--- config.mk ---
export PLATFORM = sky130hd
export DESIGN_NAME = pin_run_counter
export DESIGN_NICKNAME = d
export VERILOG_FILES = /design/src/rtl/pin_run_counter.sv
export SDC_FILE = /design/constraint.sdc
export NUM_CORES = 1
export LEC_CHECK = 0
export ABC_AREA = 1
export BUFFER_PORTS_ARGS = -buffer_cell sky130_fd_sc_hd__buf_2
export CORE_MARGIN = 5
export CORE_UTILIZATION = 35
export CTS_CLUSTER_SIZE = 20
export DETAILED_ROUTE_END_ITERATION = 10
export PLACE_DENSITY_LB_ADDON = 0.2
export SLEW_MARGIN = 0
export SYNTH_ARGS = -nofsm -noshare
export SYNTH_HDL_FRONTEND = slang
export SYNTH_SLANG_ARGS = --single-unit
export TNS_END_PERCENT = 30
--- constraint.sdc ---
create_clock -name sys_clk -period 3.9 [get_ports sys_clk]
set_input_delay 0.39 -clock sys_clk [delete_from_list [all_inputs] [get_ports sys_clk]]
set_output_delay 0.39 -clock sys_clk [all_outputs]
set_load 0.02 [all_outputs]
--- src/rtl/pin_run_counter.sv ---
// Debounced pin-press run controller: synchronise and debounce pin_84, detect rising edges,
// and step an IDLE -> RUN -> HOLD -> IDLE counter that feeds the logic analyser probe group.
module pin_run_counter #(
    parameter int CNT_W           = 16,
    parameter int DEBOUNCE_CYCLES = 1000,
    parameter int DB_W            = 16
) (
    input  logic             sys_clk,
    input  logic             sys_rst,
    input  logic             pin_84,
    output logic             pin_db,
    output logic             pin_rise,
    output logic [1:0]       state,
    output logic [CNT_W-1:0] counter,
    output logic             wrap
);

    typedef enum logic [1:0] {
        ST_IDLE = 2'b00,
        ST_RUN  = 2'b01,
        ST_HOLD = 2'b10,
        ST_BAD  = 2'b11
    } run_state_t;

    localparam logic [DB_W-1:0]  DB_LAST      = DB_W'(DEBOUNCE_CYCLES - 1);
    localparam logic [CNT_W-1:0] CNT_ALL_ONES = '1;

    logic             s1_q;
    logic             s2_q;
    logic [DB_W-1:0]  db_cnt_q;
    logic [DB_W-1:0]  db_cnt_d;
    logic             pin_db_q;
    logic             pin_db_d;
    logic             pin_rise_q;
    logic             pin_rise_d;
    run_state_t       state_q;
    run_state_t       state_d;
    logic [CNT_W-1:0] counter_q;
    logic [CNT_W-1:0] counter_d;
    logic             wrap_q;
    logic             wrap_d;

    // Two-flop synchroniser; s2_q is the only consumer of the raw pin.
    always_ff @(posedge sys_clk or posedge sys_rst) begin
        if (sys_rst) begin
            s1_q <= 1'b0;
            s2_q <= 1'b0;
        end else begin
            s1_q <= pin_84;
            s2_q <= s1_q;
        end
    end

    // db_cnt counts consecutive cycles in which s2 disagrees with the debounced level.
    always_comb begin
        db_cnt_d   = db_cnt_q;
        pin_db_d   = pin_db_q;
        pin_rise_d = 1'b0;
        if (s2_q == pin_db_q) begin
            db_cnt_d = '0;
        end else if (db_cnt_q == DB_LAST) begin
            pin_db_d   = s2_q;
            pin_rise_d = s2_q;
            db_cnt_d   = '0;
        end else begin
            db_cnt_d = db_cnt_q + DB_W'(1);
        end
    end

    always_ff @(posedge sys_clk or posedge sys_rst) begin
        if (sys_rst) begin
            db_cnt_q   <= '0;
            pin_db_q   <= 1'b0;
            pin_rise_q <= 1'b0;
        end else begin
            db_cnt_q   <= db_cnt_d;
            pin_db_q   <= pin_db_d;
            pin_rise_q <= pin_rise_d;
        end
    end

    // A press taken in RUN freezes the counter, so it beats a simultaneous wrap.
    always_comb begin
        state_d   = state_q;
        counter_d = counter_q;
        wrap_d    = 1'b0;
        case (state_q)
            ST_IDLE: begin
                counter_d = '0;
                if (pin_rise_q) begin
                    state_d = ST_RUN;
                end
            end
            ST_RUN: begin
                if (pin_rise_q) begin
                    state_d = ST_HOLD;
                end else begin
                    counter_d = counter_q + CNT_W'(1);
                    wrap_d    = (counter_q == CNT_ALL_ONES);
                end
            end
            ST_HOLD: begin
                if (pin_rise_q) begin
                    state_d   = ST_IDLE;
                    counter_d = '0;
                end
            end
            default: begin
                state_d   = ST_IDLE;
                counter_d = '0;
            end
        endcase
    end

    always_ff @(posedge sys_clk or posedge sys_rst) begin
        if (sys_rst) begin
            state_q   <= ST_IDLE;
            counter_q <= '0;
            wrap_q    <= 1'b0;
        end else begin
            state_q   <= state_d;
            counter_q <= counter_d;
            wrap_q    <= wrap_d;
        end
    end

    assign pin_db   = pin_db_q;
    assign pin_rise = pin_rise_q;
    assign state    = state_q;
    assign counter  = counter_q;
    assign wrap     = wrap_q;

endmodule

# After elaboration in Yosys (flattened, before gate mapping)
# Index checks and enable logic that the tools add are counted.
# Widths: inputs -> output; s select.
[op_classes] add_sub_neg=2 n_eq_ne=9 muxes=13 n_bitwise=1 reduce_logical=4
[op_table] operator="$mux 16" n=4
[op_table] operator="$add 16x1->16 const B" n=2
[op_table] operator="$pmux 16 s2" n=1
[op_table] operator="$eq 16x10->1 const B" n=1
[op_table] operator="$eq 16x16->1 const B" n=1
[op_table] operator="$ne 2x2->1 const B" n=4
[op_table] operator="$mux 2" n=3
[op_table] operator="$pmux 2 s3" n=1
[op_table] operator="$mux 1" n=4
[op_table] operator="$reduce_and 2->1" n=2
[op_table] operator="$reduce_and 3->1" n=1
[op_table] operator="$eq 2x1->1 const B" n=1
[op_table] operator="$eq 2x2->1 const B" n=1
[op_table] operator="$logic_not 2->1" n=1
[op_table] operator="$eq 1x1->1" n=1
[op_table] operator="$not 1->1" n=1
[totals] ff_bits=39 inputBits=3

# Depth between registers and ports, before layout
# Gate-level depths: netlist of the first run.
[logic_depth] word_depth=3 depth_mapped=8

# Least setup slack after synthesis of the first run
# OpenSTA, ideal clock, no wires.
[synth_timing] path_type="register to register" from="register counter_q[0] (netlist: counter[0])" to="register counter_q[14] (netlist: counter[14])" setup_time_ns=0.117 arrival_time_ns=1.276 required_ns=3.783 path_slack_ns=2.507 stages_incl_launch_ff=7 n_path_buf=0 synth_period_minus_slack_ns=1.393 cell_sequence="dfrtp_1 ha_1 nand2_1 nor2_4 nand4_1 nand3_1 nand2_1"
[synth_via] elab_chain_len=3
[synth_lines] item="from (decl)" line_no="38" source="logic [CNT_W-1:0] counter_q;"
[synth_lines] item="from (signal assigned)" line_no="122" source="counter_q <= counter_d;"
[synth_lines] item="$add 16x1->16" line_no="98" source="counter_d = counter_q + CNT_W'(1);"
[synth_lines] item="$mux 16" line_no="95" source="if (pin_rise_q) begin"
[synth_lines] item="$pmux 16 s2" line_no="87" source="case (state_q)"
# No other way between the ends. The select of a mux whose other input is x is not followed.
# A chain may end at the register's enable or synchronous reset.

# Worst setup path in the final report of the first run
# Ends and elaborated chain as after synthesis.

==> reports/summary.txt, run 1 <==
clk sinks - 39
Tmin final - 1.45 ns
met3 Usage GRT - 3.26%
H-tree Lvls - 2
clock latency on the worst-skew pair - 0.29 ns
Starting DRT DRC Count - 69
Synth area leaders - dfrtp_1 45%, nand2_1 13%, nor2_1 8.0%
fin area - 2460 sq um
gr ovfl total - 0
total via count in the routed design - 1,836
Crit. path cell count - 6
CP peak stage delay - 0.45 ns
Top Usage Layer GRT - met2
Setup-failing EPs final - 0
worst min path class - in2async
met1 Use GR - 17.7%
Slew @ Worst Pin - 0.502 ns
cts hold-fix bufs - 0
Final Skew - 0.00823 ns
CTS tree - built
cells after synthesis - 288
final total power - 737 uW
worst-case reg-to-reg path depth - 6
Setup TNS Final - 0 ns
ANT cells - 0
CTS buffer count - 5
CP dominant cell by count - nand2_1
Post-synth EDFFs - 0
initial antenna violation count - 0
routability cong. - 0.836
number of remaining DRC errors - 0
Die W - 88.5 um
Setup CP Type - reg2reg
Post-synth ARST share - 100%
Cell Rows - 28
first drt pass iteration count - 4
GR met2 Demand/Resource - 23.7%
Hold Fails Final Rpt - 0
fill count - 632
Data required, critical path - 4.08 ns
Period Utilization, post-route - 37.2%
crit path capture type - flop
delay-heaviest family, CP - simple AND/OR/NAND/NOR gates
DR WL/cell - 12.3 um
Final WS setup - 2.45 ns
Max Cap Viol - 0
post-cts resize count - 0
RSZ-0062 raised after global routing - false
crit path max fanout - 9
largest net degree at the start of global routing - 40
DIE AREA - 7830 sq um
Max Slew Vio Count - 0
Avg Cell Area, Syn - 7.48 sq um
pre-CTS setup slack - 2.46 ns
vias per cell - 4.66
Commonest cells post-synth - 75 x nand2_1, 46 x nor2_1, 39 x dfrtp_1
Cell Area, Synth - 2150 sq um
VDD IR max - 0.161 mV
Setup crit start kind - flop
fmax - 690 MHz
Syn Nets - 293
WL final - 4860 um
CTS clk-pin slew, worst paths - 0.08 ns
Die Height - 88.5 um
critical-path cell list - ha_1 > nand2_1 > nor2_4 > nand4_1 > nand3_1 > nand2_1
Core ar. - 5960 sq um
post-synth cell types - 25
Setup Fix Bufs, Post-CTS - 0
Seq/Total Area, Yosys - 45.3%
Area Growth Syn to Fin - 14.2%
GRT Resource Usage Total - 14.0%
Top-Level Pins - 24
Buf/Inv on CP - 0
main flop type after synthesis - dfrtp_1
status - completed
initial core utilization - 36.2%
top-count cell post-synth - nand2_1
Net count, final - 323
Yosys warnings - 0
flops & latches, synth - 39
vias in the first global route - 1,783
Detail Placement HPWL - 3660 um
area share of the largest cell type after synthesis - 45.3%
CTS Buffer Depth - 2
final core occ - 41.3%
Arr. time, crit path - 1.63 ns
crit path max-delay cell type - dfrtp_1
placed inst area - 2360 sq um
Max transition margin - 66.6%
global-route wire length before repair - 8540 um
Pleak - 0.00118 uW
# port buffers - 23
pwr dens - 299 nW/um^2
share of cells above drive strength 1 - 17.9%
Yosys top cell by area - dfrtp_1
CTS root buf - clkbuf_8
remaining antenna violation count - 0
==> kinds of logic after synthesis <==
| group | share of synthesized area, % |
|---|---|
| and+or+nand+nor | 39.0 |
| DFF | 45.3 |
| buffers and inverters | 6.97 |
| AOI/OAI and AO/OA | 5.17 |
| xor gates and xnor gates | 2.38 |
| adders and majority gates | 1.16 |
==> placed cells by master (no fill, tap or decap), types with 2 or more instances in the layout <==
| master | instances |
|---|---|
| nand3_1 | 31 |
| nor2_4 | 3 |
| clkbuf_8 | 7 |
| nor2_1 | 46 |
| and2_1 | 2 |
| nor2_2 | 5 |
| nor3_1 | 5 |
| buf_2 | 23 |
| nand2_1 | 75 |
| ha_1 | 2 |
| inv_2 | 4 |
| a21oi_1 | 10 |
| dfrtp_1 | 39 |
| nand4_1 | 3 |
| inv_1 | 33 |
| nand2_2 | 8 |
| o21ai_0 | 8 |
| xor2_1 | 4 |
| nor3_2 | 2 |
==> flip-flops by register name, summed over array words and instances (netlist names) <==
signal,count
counter,16
s2_q,1
state,2
s1_q,1
pin_rise,1
pin_db,1
db_cnt_q,16
wrap,1
==> area by class of cell <==
type | instances | area (sq um) | area share, %
inverters | 37 | 139 | 5.65
well taps | 75 | 93.8 | 3.81
clock buffers | 8 | 100 | 4.07
flip-flops and latches | 39 | 976 | 39.7
repair buffers | 24 | 123 | 4.98
multi-input cells | 211 | 1030 | 41.8
==> power by group <==
group | internal [uW] | switching (uW)
registers | 407 | 3.56
logic | 4.95 | 14.9
clock network | 162 | 144
==> path summary, 6_finish.rpt <==
| path | from | end | slack, ns |
|---|---|---|---|
| setup / recovery | counter[0]$_DFFE_PP0P_ | counter[14]$_DFFE_PP0P_ | 2.45 |
| hold / removal | sys_rst | counter[2]$_DFFE_PP0P_ | 0.21 |
| setup reg to reg | counter[0]$_DFFE_PP0P_ | counter[14]$_DFFE_PP0P_ | 2.45 |
| hold reg to reg | s1_q$_DFF_PP0_ | s2_q$_DFF_PP0_ | 0.35 |
| max in group asynchronous | sys_rst | pin_db$_DFFE_PP0P_ | 3.34 |
| min in group sys_clk | pin_84 | s1_q$_DFF_PP0_ | 0.21 |
==> metal layers <==
layer	wire length (um)	share of wire, %
met3	177	3.6
met5	0	0
met2	2360	48
met4	68	1.4
met1	2260	46
==> tightest hold or removal path: cells and delay by family <==
family	cells	cell delay, ns
buffers and inverters	3	0.56
==> per-stage QoR <==
| stage | cells | hold slack [ns] |
|---|---|---|
| 3_3_place_gp | 386 | 0.337 |
| 6_report | 394 | 0.208 |
| 2_1_floorplan | 288 | 0.331 |
| 4_1_cts | 394 | 0.199 |
| 3_5_place_dp | 386 | 0.339 |
| 5_1_grt | 394 | 0.188 |
Power figures use the tool's default switching activity.
==> inputs of run 2 (changes only) <==
==> constraint.sdc (replaced) <==
create_clock -name sys_clk -period 1.3 [get_ports sys_clk]
set_input_delay 0.13 -clock sys_clk [delete_from_list [all_inputs] [get_ports sys_clk]]
set_output_delay 0.13 -clock sys_clk [all_outputs]
set_load 0.02 [all_outputs]
==> run 2 against run 1 <==
Effect of this change:
- setup slack got worse by 2.4 ns
- wire length increased by 7.1%
- total power increased to 3.5 times the previous value
- final cell count increased by 3.8%
- clock skew increased by 0.0063 ns
- flip-flop and latch count unchanged
- first-iteration DRC count increased by 28%
- via count increased by 4.2%
- cell area increased by 12%
- non-clock buffer count increased by 14
==> reports/summary.txt, run 2 (synthesis results as in run 1) <==
Data required, critical path - 1.47 ns (-2.61 ns)
clk sinks - 39 (unchanged)
clock latency on the worst-skew pair - 0.30 ns (about the same)
initial core utilization - 36.2% (unchanged)
Final WS setup - 0.0204 ns (-2.43 ns)
Starting DRT DRC Count - 88 (+28%)
GRT Resource Usage Total - 14.2% (+0.14 points)
reg-to-reg endpoint - db_cnt_q[8]$_DFF_PP0_
Max transition margin - 75.1% (+8.5 points)
cell total after placement - 396 (+2.6%)
placed inst area - 2450 sq um (+3.8%)
Detail Placement HPWL - 3720 um (+1.7%)
CTS Buffer Depth - 2 (unchanged)
crit path max fanout - 3 (-6)
Setup-failing EPs final - 0 (unchanged)
Setup crit start kind - flop
H-tree Lvls - 2 (unchanged)
ANT cells - 0 (unchanged)
fmax - 781 MHz (+13%)
Tmin final - 1.28 ns (-0.169 ns)
worst min path class - reg2reg
vias in the first global route - 1,909 (+7.1%)
global-route wire length before repair - 8730 um (+2.3%)
remaining antenna violation count - 0 (unchanged)
largest net degree at the start of global routing - 40 (unchanged)
# port buffers - 23 (unchanged)
CTS tree - built
total via count in the routed design - 1,913 (+4.2%)
fill count - 594 (-6.0%)
DIE AREA - 7830 sq um (unchanged)
Hold Fails Final Rpt - 0 (unchanged)
Setup crit start - db_cnt_q[0]$_DFF_PP0_
CTS buffer count - 5 (unchanged)
routability cong. - 0.802 (-4.1%)
Worst Hold Depth - 0
Core ar. - 5960 sq um (unchanged)
Period Utilization, post-route - 98.4% (+61 points)
hold path startpoint - s1_q$_DFF_PP0_
WHS Endpoint - s2_q$_DFF_PP0_
Max Slew Vio Count - 0 (unchanged)
worst-case reg-to-reg path depth - 6 (unchanged)
Net count, final - 338 (+4.6%)
RSZ-0062 raised after global routing - true
most frequent cells in the layout - 68 x nand2_1, 37 x nor2_1, 33 x dfrtp_1, 32 x inv_1, 31 x nand3_1
most common cell after layout, fill and taps aside - nand2_1
VDD IR max - 0.559 mV (+250%)
Cell Rows - 28 (unchanged)
gr ovfl total - 0 (unchanged)
final core occ - 46.2% (+4.9 points)
initial antenna violation count - 0 (unchanged)
Area Growth Syn to Fin - 27.8%
Die W - 88.5 um (unchanged)
status - completed
Final Skew - 0.0145 ns (+0.00627 ns)
pwr dens - 924 nW/um^2 (+210%)
crit path capture type - flop
Max Cap Viol - 0 (unchanged)
WL final - 5210 um (+7.1%)
pre-CTS setup slack - -0.0138 ns (-2.48 ns)
Slew @ Worst Pin - 0.374 ns (-0.128 ns)
CTS clk-pin slew, worst paths - 0.07 ns (about the same)
Top-Level Pins - 24 (unchanged)
Worst R2R Setup Slack - 0.02 ns (-2.43 ns)
fin area - 2750 sq um (+12%)
RR Startpoint - db_cnt_q[0]$_DFF_PP0_
Pleak - 0.00129 uW (+9.5%)
CTS root buf - clkbuf_8
share of cells above drive strength 1 - 29.9% (+12 points)
Final Instance Count excl. Fillers - 409 (+3.8%)
vias per cell - 4.68 (+0.37%)
DR WL/cell - 12.7 um (+3.1%)
number of remaining DRC errors - 0 (unchanged)
Die Height - 88.5 um (unchanged)
Setup CP Type - reg2reg
first drt pass iteration count - 4 (unchanged)
Arr. time, crit path - 1.45 ns (-0.18 ns)
-- run 2: stage by stage --
step / power (uW) / TNS, ns / hold slack [ns]
after floorplan: 1300 / 0 / 0.161
after global placement: 1340 / 0 / 0.203
after detailed placement: 1340 / -0.0216 / 0.203
after CTS: 2560 / 0 / 0.355
after global routing: 2650 / -0.569 / 0.378
final: 2540 / 0 / 0.352
-- run 2: how the worst max path moves through the flow --
| stage | to | slack, ns | cells past startpoint |
|---|---|---|---|
| after detailed placement | counter[14]$_DFFE_PP0P_ | -0.01 | 6 |
| after CTS | counter[12]$_DFFE_PP0P_ | 0.01 | 6 |
| after global placement | db_cnt_q[8]$_DFF_PP0_ | 0.03 | 6 |
| final | db_cnt_q[8]$_DFF_PP0_ | 0.02 | 6 |
| after floorplan | counter[14]$_DFFE_PP0P_ | 0.02 | 6 |
| after global routing | db_cnt_q[8]$_DFF_PP0_ | -0.06 | 7 |
-- run 2: critical path, cell delays in order (launching register included) --
cell,delay (ns)
dfrtp_1,0.36
ha_2,0.19
nand2_2,0.07
nor2_2,0.14
nand2_1,0.15
nor3_4,0.19
nor3_4,0.06
-- run 2: power breakdown --
group | switching [uW] | total [uW] | internal, uW
clock | 453 | 1220 | 768
sequential | 8.95 | 1230 | 1220
combinational | 56.9 | 91.4 | 34.5
total | 519 | 2540 | 2030
-- run 2: per-layer routing --
| layer | part of all wire, % | global-route usage [%] |
|---|---|---|
| met1 | 45 | 17.8 |
| met2 | 50 | 24.1 |
| met3 | 3.6 | 3.17 |
| met4 | 1.2 | 4.53 |
| met5 | 0 | 0 |
-- run 2: area by class of cell --
class	instances	area [sq um]	share of cell area (%)
multi-input combinational	212	1150	41.9
sequential	39	983	35.7
timing repair buffer	38	245	8.91
inverter	37	144	5.22
tap	75	93.8	3.41
clock buffer	6	72.6	2.64
clock inverter	2	60.1	2.18
-- run 2: what timing repair did --
action                                  4_1_cts  5_1_grt
endpoints found under the setup margin        2       26
buffers inserted                              0        2
resized for setup                             4       35
hold endpoints to repair                     40        0
cloned                                        1        0
pin swaps                                     3        4
hold buffers                                  2        0
